## src/rtl/mapache64.sv

```systemverilog
// Shared mapache64 types and constants used by the controller reader and its CPU decode.
package mapache64;

    localparam int unsigned DATA_W          = 8;
    localparam int unsigned ADDRESS_W       = 16;
    localparam int unsigned CONTROLLER_BITS = 8;

    typedef logic [DATA_W-1:0]    data_t;
    typedef logic [ADDRESS_W-1:0] address_t;

    // CPU-visible addresses decoded into SELECT_controller_1_i / SELECT_controller_2_i
    localparam address_t CONTROLLER_1_ADDRESS = 16'h1800;
    localparam address_t CONTROLLER_2_ADDRESS = 16'h1801;

    // Committed button state of both pads
    typedef struct packed {
        data_t ctrl1;
        data_t ctrl2;
    } controller_pair_t;

    typedef enum logic [2:0] {
        CR_IDLE   = 3'd0,
        CR_LATCH  = 3'd1,
        CR_LOW    = 3'd2,
        CR_HIGH   = 3'd3,
        CR_COMMIT = 3'd4
    } controller_reader_state_t;

endpackage

```

## src/rtl/controller_reader_if.sv

```systemverilog
// Controller pad pins plus the CPU read port of the controller reader.
interface controller_reader_if;
    import mapache64::*;

    logic  latch_o;
    logic  pulse_o;
    logic  serial_1_i;
    logic  serial_2_i;
    logic  SELECT_controller_1_i;
    logic  SELECT_controller_2_i;
    data_t data_o;

    // master: the reader itself; slave: pads and CPU side
    modport master (
        output latch_o,
        output pulse_o,
        output data_o,
        input  serial_1_i,
        input  serial_2_i,
        input  SELECT_controller_1_i,
        input  SELECT_controller_2_i
    );

    modport slave (
        input  latch_o,
        input  pulse_o,
        input  data_o,
        output serial_1_i,
        output serial_2_i,
        output SELECT_controller_1_i,
        output SELECT_controller_2_i
    );

endinterface

```

## src/rtl/sync_2ff.sv

```systemverilog
// Two-flop synchronizer for a single asynchronous input bit.
module sync_2ff (
    input  logic clk,
    input  logic rst,
    input  logic d,
    output logic q
);

    logic meta;

    always_ff @(posedge clk or posedge rst) begin
        if (rst) begin
            meta <= 1'b0;
            q    <= 1'b0;
        end else begin
            meta <= d;
            q    <= meta;
        end
    end

endmodule

```

## src/rtl/controller_reader.sv

```systemverilog
// Reads two serial game pads once per frame and holds the last complete button
// state for CPU reads.
module controller_reader
    import mapache64::*;
#(
    parameter int unsigned TICK_DIV = 76
) (
    input  logic gpu_clk,
    input  logic rst,
    input  logic start_fetch_i,
    output logic busy_o,
    output logic fetch_done_o,
    controller_reader_if.master bus
);

    localparam int unsigned PHASE_W = $clog2(2 * TICK_DIV);
    localparam int unsigned BIT_W   = $clog2(CONTROLLER_BITS);

    localparam logic [PHASE_W-1:0] LATCH_LAST = PHASE_W'(2 * TICK_DIV - 1);
    localparam logic [PHASE_W-1:0] TICK_LAST  = PHASE_W'(TICK_DIV - 1);
    localparam logic [BIT_W-1:0]   LAST_BIT   = BIT_W'(CONTROLLER_BITS - 1);

    localparam logic [2:0] S_IDLE   = 3'(CR_IDLE);
    localparam logic [2:0] S_LATCH  = 3'(CR_LATCH);
    localparam logic [2:0] S_LOW    = 3'(CR_LOW);
    localparam logic [2:0] S_HIGH   = 3'(CR_HIGH);
    localparam logic [2:0] S_COMMIT = 3'(CR_COMMIT);

    logic [2:0]         state;
    logic [2:0]         state_next;
    logic [PHASE_W-1:0] phase_cnt;
    logic [BIT_W-1:0]   bit_count;
    logic               start_q;
    logic               fetch_edge_c;
    logic               serial_1_s;
    logic               serial_2_s;
    logic               latch_q;
    logic               pulse_q;
    data_t              shift1;
    data_t              shift2;
    controller_pair_t   ctrl;

    // Pad data lines are asynchronous to gpu_clk
    sync_2ff u_sync_serial_1 (
        .clk (gpu_clk),
        .rst (rst),
        .d   (bus.serial_1_i),
        .q   (serial_1_s)
    );

    sync_2ff u_sync_serial_2 (
        .clk (gpu_clk),
        .rst (rst),
        .d   (bus.serial_2_i),
        .q   (serial_2_s)
    );

    assign fetch_edge_c = start_fetch_i & ~start_q;

    always_ff @(posedge gpu_clk or posedge rst) begin
        if (rst) begin
            state <= S_IDLE;
        end else begin
            state <= state_next;
        end
    end

    always_comb begin
        state_next = state;
        unique case (state)
            S_IDLE:   if (fetch_edge_c) state_next = S_LATCH;
            S_LATCH:  if (phase_cnt == LATCH_LAST) state_next = S_LOW;
            S_LOW:    if (phase_cnt == TICK_LAST) state_next = S_HIGH;
            S_HIGH: begin
                if (phase_cnt == TICK_LAST) begin
                    state_next = (bit_count == LAST_BIT) ? S_COMMIT : S_LOW;
                end
            end
            S_COMMIT: state_next = S_IDLE;
            default:  state_next = S_IDLE;
        endcase
    end

    // Datapath and pin flops; pin levels follow the state being entered so they
    // line up with the state register and come straight from flops.
    always_ff @(posedge gpu_clk or posedge rst) begin
        if (rst) begin
            start_q      <= 1'b0;
            phase_cnt    <= '0;
            bit_count    <= '0;
            shift1       <= '0;
            shift2       <= '0;
            ctrl         <= '0;
            latch_q      <= 1'b0;
            pulse_q      <= 1'b0;
            busy_o       <= 1'b0;
            fetch_done_o <= 1'b0;
        end else begin
            start_q <= start_fetch_i;

            if (state_next != state || state == S_IDLE) begin
                phase_cnt <= '0;
            end else begin
                phase_cnt <= phase_cnt + PHASE_W'(1);
            end

            if (state == S_IDLE && state_next == S_LATCH) begin
                bit_count <= '0;
            end else if (state == S_HIGH && state_next == S_LOW) begin
                bit_count <= bit_count + BIT_W'(1);
            end

            // Sample just before the shift clock rises; pins are active low
            if (state == S_LOW && phase_cnt == TICK_LAST) begin
                shift1[bit_count] <= ~serial_1_s;
                shift2[bit_count] <= ~serial_2_s;
            end

            if (state == S_COMMIT) begin
                ctrl.ctrl1 <= shift1;
                ctrl.ctrl2 <= shift2;
            end

            latch_q      <= (state_next == S_LATCH);
            pulse_q      <= (state_next == S_HIGH);
            busy_o       <= (state_next != S_IDLE);
            fetch_done_o <= (state_next == S_COMMIT);
        end
    end

    assign bus.latch_o = latch_q;
    assign bus.pulse_o = pulse_q;

    // Controller 1 has priority when both selects are asserted
    assign bus.data_o = bus.SELECT_controller_1_i ? ctrl.ctrl1 :
                        bus.SELECT_controller_2_i ? ctrl.ctrl2 : '0;

endmodule

```

## src/flat_wrapper.sv

```systemverilog
// flat-port wrapper written by rule: the top's interface ports become plain ports
module controller_reader_flat import mapache64::*;
#(
    parameter int unsigned TICK_DIV = 76
)
  (gpu_clk, rst, start_fetch_i, busy_o, fetch_done_o, bus_latch_o, bus_pulse_o, bus_data_o, bus_serial_1_i, bus_serial_2_i, bus_SELECT_controller_1_i, bus_SELECT_controller_2_i);
  controller_reader_if bus_i ();
  input  logic gpu_clk;
  input  logic rst;
  input  logic start_fetch_i;
  output logic busy_o;
  output logic fetch_done_o;
  output wire logic [$bits(bus_i.latch_o)-1:0] bus_latch_o;
  output wire logic [$bits(bus_i.pulse_o)-1:0] bus_pulse_o;
  output wire logic [$bits(bus_i.data_o)-1:0] bus_data_o;
  input wire logic [$bits(bus_i.serial_1_i)-1:0] bus_serial_1_i;
  input wire logic [$bits(bus_i.serial_2_i)-1:0] bus_serial_2_i;
  input wire logic [$bits(bus_i.SELECT_controller_1_i)-1:0] bus_SELECT_controller_1_i;
  input wire logic [$bits(bus_i.SELECT_controller_2_i)-1:0] bus_SELECT_controller_2_i;
  assign bus_latch_o = bus_i.latch_o;
  assign bus_pulse_o = bus_i.pulse_o;
  assign bus_data_o = bus_i.data_o;
  assign bus_i.serial_1_i = bus_serial_1_i;
  assign bus_i.serial_2_i = bus_serial_2_i;
  assign bus_i.SELECT_controller_1_i = bus_SELECT_controller_1_i;
  assign bus_i.SELECT_controller_2_i = bus_SELECT_controller_2_i;
  controller_reader #(.TICK_DIV(TICK_DIV)) u_core (.gpu_clk(gpu_clk), .rst(rst), .start_fetch_i(start_fetch_i), .busy_o(busy_o), .fetch_done_o(fetch_done_o), .bus(bus_i));
endmodule
```

## config.mk

```make
export PLATFORM = sky130hd
export DESIGN_NAME = controller_reader_flat
export DESIGN_NICKNAME = d
export VERILOG_FILES = /design/src/rtl/mapache64.sv /design/src/rtl/controller_reader_if.sv /design/src/rtl/sync_2ff.sv /design/src/rtl/controller_reader.sv /design/src/flat_wrapper.sv
export SDC_FILE = /design/constraint.sdc
export NUM_CORES = 1
export LEC_CHECK = 0
export CAP_MARGIN = 20
export CORE_MARGIN = 2
export CORE_UTILIZATION = 50
export CTS_BUF_LIST = sky130_fd_sc_hd__clkbuf_4 sky130_fd_sc_hd__clkbuf_8
export CTS_CLUSTER_DIAMETER = 150
export DETAILED_ROUTE_END_ITERATION = 10
export HOLD_SLACK_MARGIN = 0.06
export PLACE_DENSITY = 0.67
export SLEW_MARGIN = 20
export SYNTH_ARGS = -nofsm -noshare
export SYNTH_HDL_FRONTEND = slang
export SYNTH_HIERARCHICAL = 1
export SYNTH_SLANG_ARGS = --single-unit
```

## constraint.sdc

```tcl
create_clock -name gpu_clk -period 3 [get_ports gpu_clk]
set_input_delay 0.9 -clock gpu_clk [delete_from_list [all_inputs] [get_ports gpu_clk]]
set_output_delay 0.9 -clock gpu_clk [all_outputs]
set_load 0.01 [all_outputs]
```

==> results by stage <==
Outcome:
- The run finished with clean final reports.

Place:
- Once placement completed, the tool counted placed cells totaling 290.
- The routability-driven placement congestion ratio is 0.830.
- The number of input and output port buffers inserted is 18.
- The detailed-placement wirelength estimate is approximately 3200 um.

Layout:
- 0 antenna diodes ended up in the layout.
- For this run, the number of standard cells in the final layout without fillers is 298.
- The sequential cells in the finished layout cover a total of ~1400 um^2.
- The top cell types in the final layout, fill and taps aside, are sky130_fd_sc_hd__dfrtp_1 (55), sky130_fd_sc_hd__mux2_2 (16), sky130_fd_sc_hd__a21oi_1 (14).
- Counting the fill cells in the layout gives 403.
- The area taken by multi-input logic gates is between 1000 and 1500 um^2.
- Compared with the post-synthesis result, the final layout area differs by 14.5%.
- The final standard cell utilization of the core is between 50 and 60%.
- The commonest non-fill, non-tap cell in the layout is sky130_fd_sc_hd__dfrtp_1.
- The fraction of layout instances using a drive strength above 1 is 19.5%.
- The number of nets in the finished design is 240.

Timing:
- Clock skew on the completed layout was measured at between 5 and 6 ps.
- The minimum clock period after layout is 2910 ps.
- The slew at the pin closest to its max-slew limit is approximately 780 ps.
- The fraction of the cycle the final worst path needs is 97.2%.
- The setup total negative slack is 0 ps.
- The count of endpoints failing setup in the final report is 0.
- Setup repair after global routing left no endpoint under its margin.
- The top achievable clock speed is between 300 and 400 MHz.
- The number of slew-limit violations in the final report is 0.
- The count of final hold-check violations is 0.
- The tightest slew margin relative to the limit is 48.3%.

Synthesis:
- The number of flops mapped to enable cells by yosys is 0.
- Of the synthesized area, sequential elements account for ~56%.
- The average size of a mapped cell is 11.9 um^2.
- The Yosys warning count is 6.
- In this run the cell area of the synthesized design comes to 2460 um^2.
- After synthesis, the netlist uses 41 different library cells.
- The net count after synthesis is 218.
- Counting flops with an async set or reset pin after synthesis yields a share of 100%.
- Among all flip-flop cells after synthesis, the most frequent one is sky130_fd_sc_hd__dfrtp_1.
- After synthesis the netlist holds a flip-flop and latch count of 55.
- The gate count of the mapped netlist is 208.

Critical path:
- The kind of cell with the highest combined delay on the critical path is buffers and inverters.
- Data arrives at the worst endpoint at roughly 2000 ps.
- The highest fanout seen on the critical path is 5.
- The worst setup path startpoint is bus_SELECT_controller_2_i.
- For flop-to-flop paths, the worst setup slack is 800 ps.
- The category of the critical setup timing path is in2out.
- The number of buffers and inverters on the critical path is 3.
- The worst register-to-register path ends at u_core/phase_cnt[6].
- The required time reported for the critical path endpoint is ~2100 ps.
- In this run the worst setup path terminates at bus_data_o[4].
- In this run the critical register-to-register path is launched from u_core/phase_cnt[0].
- The largest individual stage delay along the critical path comes from the cell sky130_fd_sc_hd__clkdlybuf4s50_1.
- The delay of the slowest cell on the worst path is roughly 480 ps.
- The worst register-to-register path has a depth of 5.
- The signal on the critical path passes through clkdlybuf4s50_1 > buf_4 > nand2_1 > o21ai_0 > clkdlybuf4s15_1.
- The sort of element at the start of the critical path is an input pin.
- The worst setup path is captured at an output port.
- The critical path depth is 5.

Min path:
- The path class of the lowest-slack min-delay path is reg2reg.

Global routing:
- The global-route wire length before repair is 7660 um.
- The via count of the first global-routing pass is 1,565.
- The overall overflow remaining after global route is 0.
- The overall track demand over capacity in global routing is 18.7%.
- The initial antenna violation count is 0.
- Entering global routing, the biggest net connects 20 pins.

Drt:
- The per-cell routed wire length is 15.5 um.
- Once detail routing completed, the nets flagged for antenna violations numbered 0.
- Summing over every cut layer, the via total after detailed routing is 1,653.
- The detailed router finished its first iteration with 58 violations.
- The number of iterations in the first detailed-routing pass is 4.
- The number of vias per cell is around 5.5.
- The number of design rule violations left after detail routing is 0.
- The routed design has 4610 um of wire.

Clocking:
- The number of H-tree levels is 2.
- The insertion delay to the later sink of the worst-skew pair is 300 ps.
- After clock tree synthesis, the clock-pin slew on the worst setup and hold paths is around 90 ps.
- Clock tree synthesis selected as its root buffer the cell sky130_fd_sc_hd__clkbuf_8.
- Hold repair after CTS inserted 0 buffers.
- The clock passes through at most 2 buffers.
- For this design, the sink count on the clock tree is between 50 and 60.
- The clock tree from TritonCTS is done.
- Buffers inserted during clock tree synthesis total 5.

Floorplan:
- The floorplan has 25 rows.
- The die outline width is 74.2 um.
- The die boundary height is around 74 um.
- The placeable core region is ~4700 um^2.
- The overall die area is 5510 um^2.
- 19 I/O pins were placed.
- The effective utilization at floorplan is a little over half.

Power:
- The fraction of power consumed by combinational cells is 2.8%.
- The portion of total power attributed to the clock network is 36.0%.
- Of the total power, the share spent switching nets is 20.1%.
- In this run the power density over the cells is 433 nW/um^2.
- Summed over all cells, the static leakage comes to 1.30 nW.
- The internal power of the cells is 0.976 mW.
- In this run the power spent charging and discharging nets is 0.245 mW.
- Across the VDD grid, the largest voltage drop is 333 uV.
- The sequential group share of total power is 61.3%.

Job:
- The tool flagged a number of max-cap violations equal to 0.
per-stage QoR:
stage / area [um^2] / power (mW) / hold WS [ps] / worst slack (ps)
floorplan: 2460 / 0.776 / 331 / 730
global route: 2820 / 1.27 / 372 / 5.71
detailed placement: 2730 / 0.798 / 342 / -242
global placement: 2730 / 0.796 / 340 / -273
finish: 2820 / 1.22 / 356 / 85.4
CTS: 2830 / 1.23 / 362 / 9.52
area by class of cell:
cell class | instances | share of cell area [%]
Sequential cell | 55 | 48.8
Multi-Input combinational cell | 134 | 35.6
Timing Repair Buffer | 25 | 7.76
Clock buffer | 8 | 3.68
Tap cell | 67 | 2.97
Inverter | 9 | 1.20
state kept, by name, summed over array words and instances (netlist names):
name and cells:
u_core/bit_count 3, u_core/bus.latch_o 1, u_core/bus.pulse_o 1, u_core/busy_o 1, u_core/ctrl 16, u_core/fetch_done_o 1, u_core/phase_cnt 8, u_core/shift1 8
u_core/shift2 8, u_core/start_q 1, u_core/state 3, u_core/u_sync_serial_1/meta 1, u_core/u_sync_serial_1/q 1, u_core/u_sync_serial_2/meta 1, u_core/u_sync_serial_2/q 1
worst min-delay path by stage:
stage                                to  slack [ps]                        start  cells after the start
3_3_place_gp   u_core/u_sync_serial_1/q         340  u_core/u_sync_serial_1/meta                      0
6_report       u_core/u_sync_serial_1/q         360  u_core/u_sync_serial_1/meta                      0
3_5_place_dp   u_core/u_sync_serial_1/q         340  u_core/u_sync_serial_1/meta                      0
4_1_cts        u_core/u_sync_serial_1/q         360  u_core/u_sync_serial_1/meta                      0
5_1_grt        u_core/u_sync_serial_1/q         370  u_core/u_sync_serial_1/meta                      0
2_1_floorplan  u_core/u_sync_serial_1/q         330  u_core/u_sync_serial_1/meta                      0
power groups by stage:
stage               clock, mW  sequential, mW  combinational (mW)
finish                  0.440           0.748              0.0336
global route            0.479           0.749              0.0385
CTS                     0.451           0.749              0.0351
detailed placement          0           0.763              0.0343
global placement            0           0.763              0.0326
floorplan                   0           0.759              0.0166
cells by family after synthesis:
| family | count (synthesis) | synth area share, % |
|---|---|---|
| AOI/OAI and AO/OA | 42 | 11.1 |
| adders and majority gates | 3 | 1.52 |
| buffers and inverters | 19 | 3.65 |
| DFF | 55 | 55.8 |
| muxes | 22 | 9.75 |
| and+or+nand+nor | 59 | 15.3 |
| xor gates and xnor gates | 8 | 2.84 |
what timing repair did:
action | 4_1_cts | 5_1_grt
cloned | 0 | 0
gates resized for setup | 11 | 4
endpoints found under the setup margin | 8 | 2
setup buffers | 0 | 0
synth_stat cells (2+ instances only):
cell type	n	area share, %
sky130_fd_sc_hd__xnor2_1	3	1.1
sky130_fd_sc_hd__buf_2	3	0.61
sky130_fd_sc_hd__o21bai_1	2	0.61
sky130_fd_sc_hd__dfrtp_1	55	56
sky130_fd_sc_hd__nor3b_1	2	0.61
sky130_fd_sc_hd__inv_1	9	1.4
sky130_fd_sc_hd__a21oi_1	14	2.8
sky130_fd_sc_hd__nor2_1	8	1.2
sky130_fd_sc_hd__nand4_1	2	0.51
sky130_fd_sc_hd__xor2_1	5	1.8
sky130_fd_sc_hd__buf_6	2	0.91
sky130_fd_sc_hd__nand2_1	12	1.8
sky130_fd_sc_hd__a22o_1	3	1.1
sky130_fd_sc_hd__a31oi_1	13	3.3
sky130_fd_sc_hd__ha_1	3	1.5
sky130_fd_sc_hd__nor4_4	2	1.7
sky130_fd_sc_hd__nor3b_2	2	1.0
sky130_fd_sc_hd__nor3_1	9	1.8
sky130_fd_sc_hd__nand2b_1	2	0.51
sky130_fd_sc_hd__o21ai_0	6	1.2
sky130_fd_sc_hd__nor2b_1	3	0.76
sky130_fd_sc_hd__mux2_2	16	7.3
sky130_fd_sc_hd__nand3_1	5	1.0
sky130_fd_sc_hd__clkbuf_1	3	0.46
sky130_fd_sc_hd__and3_1	2	0.51
sky130_fd_sc_hd__buf_1	2	0.30
sky130_fd_sc_hd__mux2i_1	6	2.4
per-layer routing:
metal / vias to the layer above / track usage (%) / part of all wire, % / routed length (um)
met4: 0 / 5.36 / 1.2 / 55
met2: 35 / 28.9 / 46 / 2140
met3: 5 / 4.61 / 5.2 / 240
li1: 786 / - / - / -
met5: - / 0 / 0 / 0
met1: 827 / 26.6 / 47 / 2180
No activity file was read; power rests on OpenSTA's default activity.
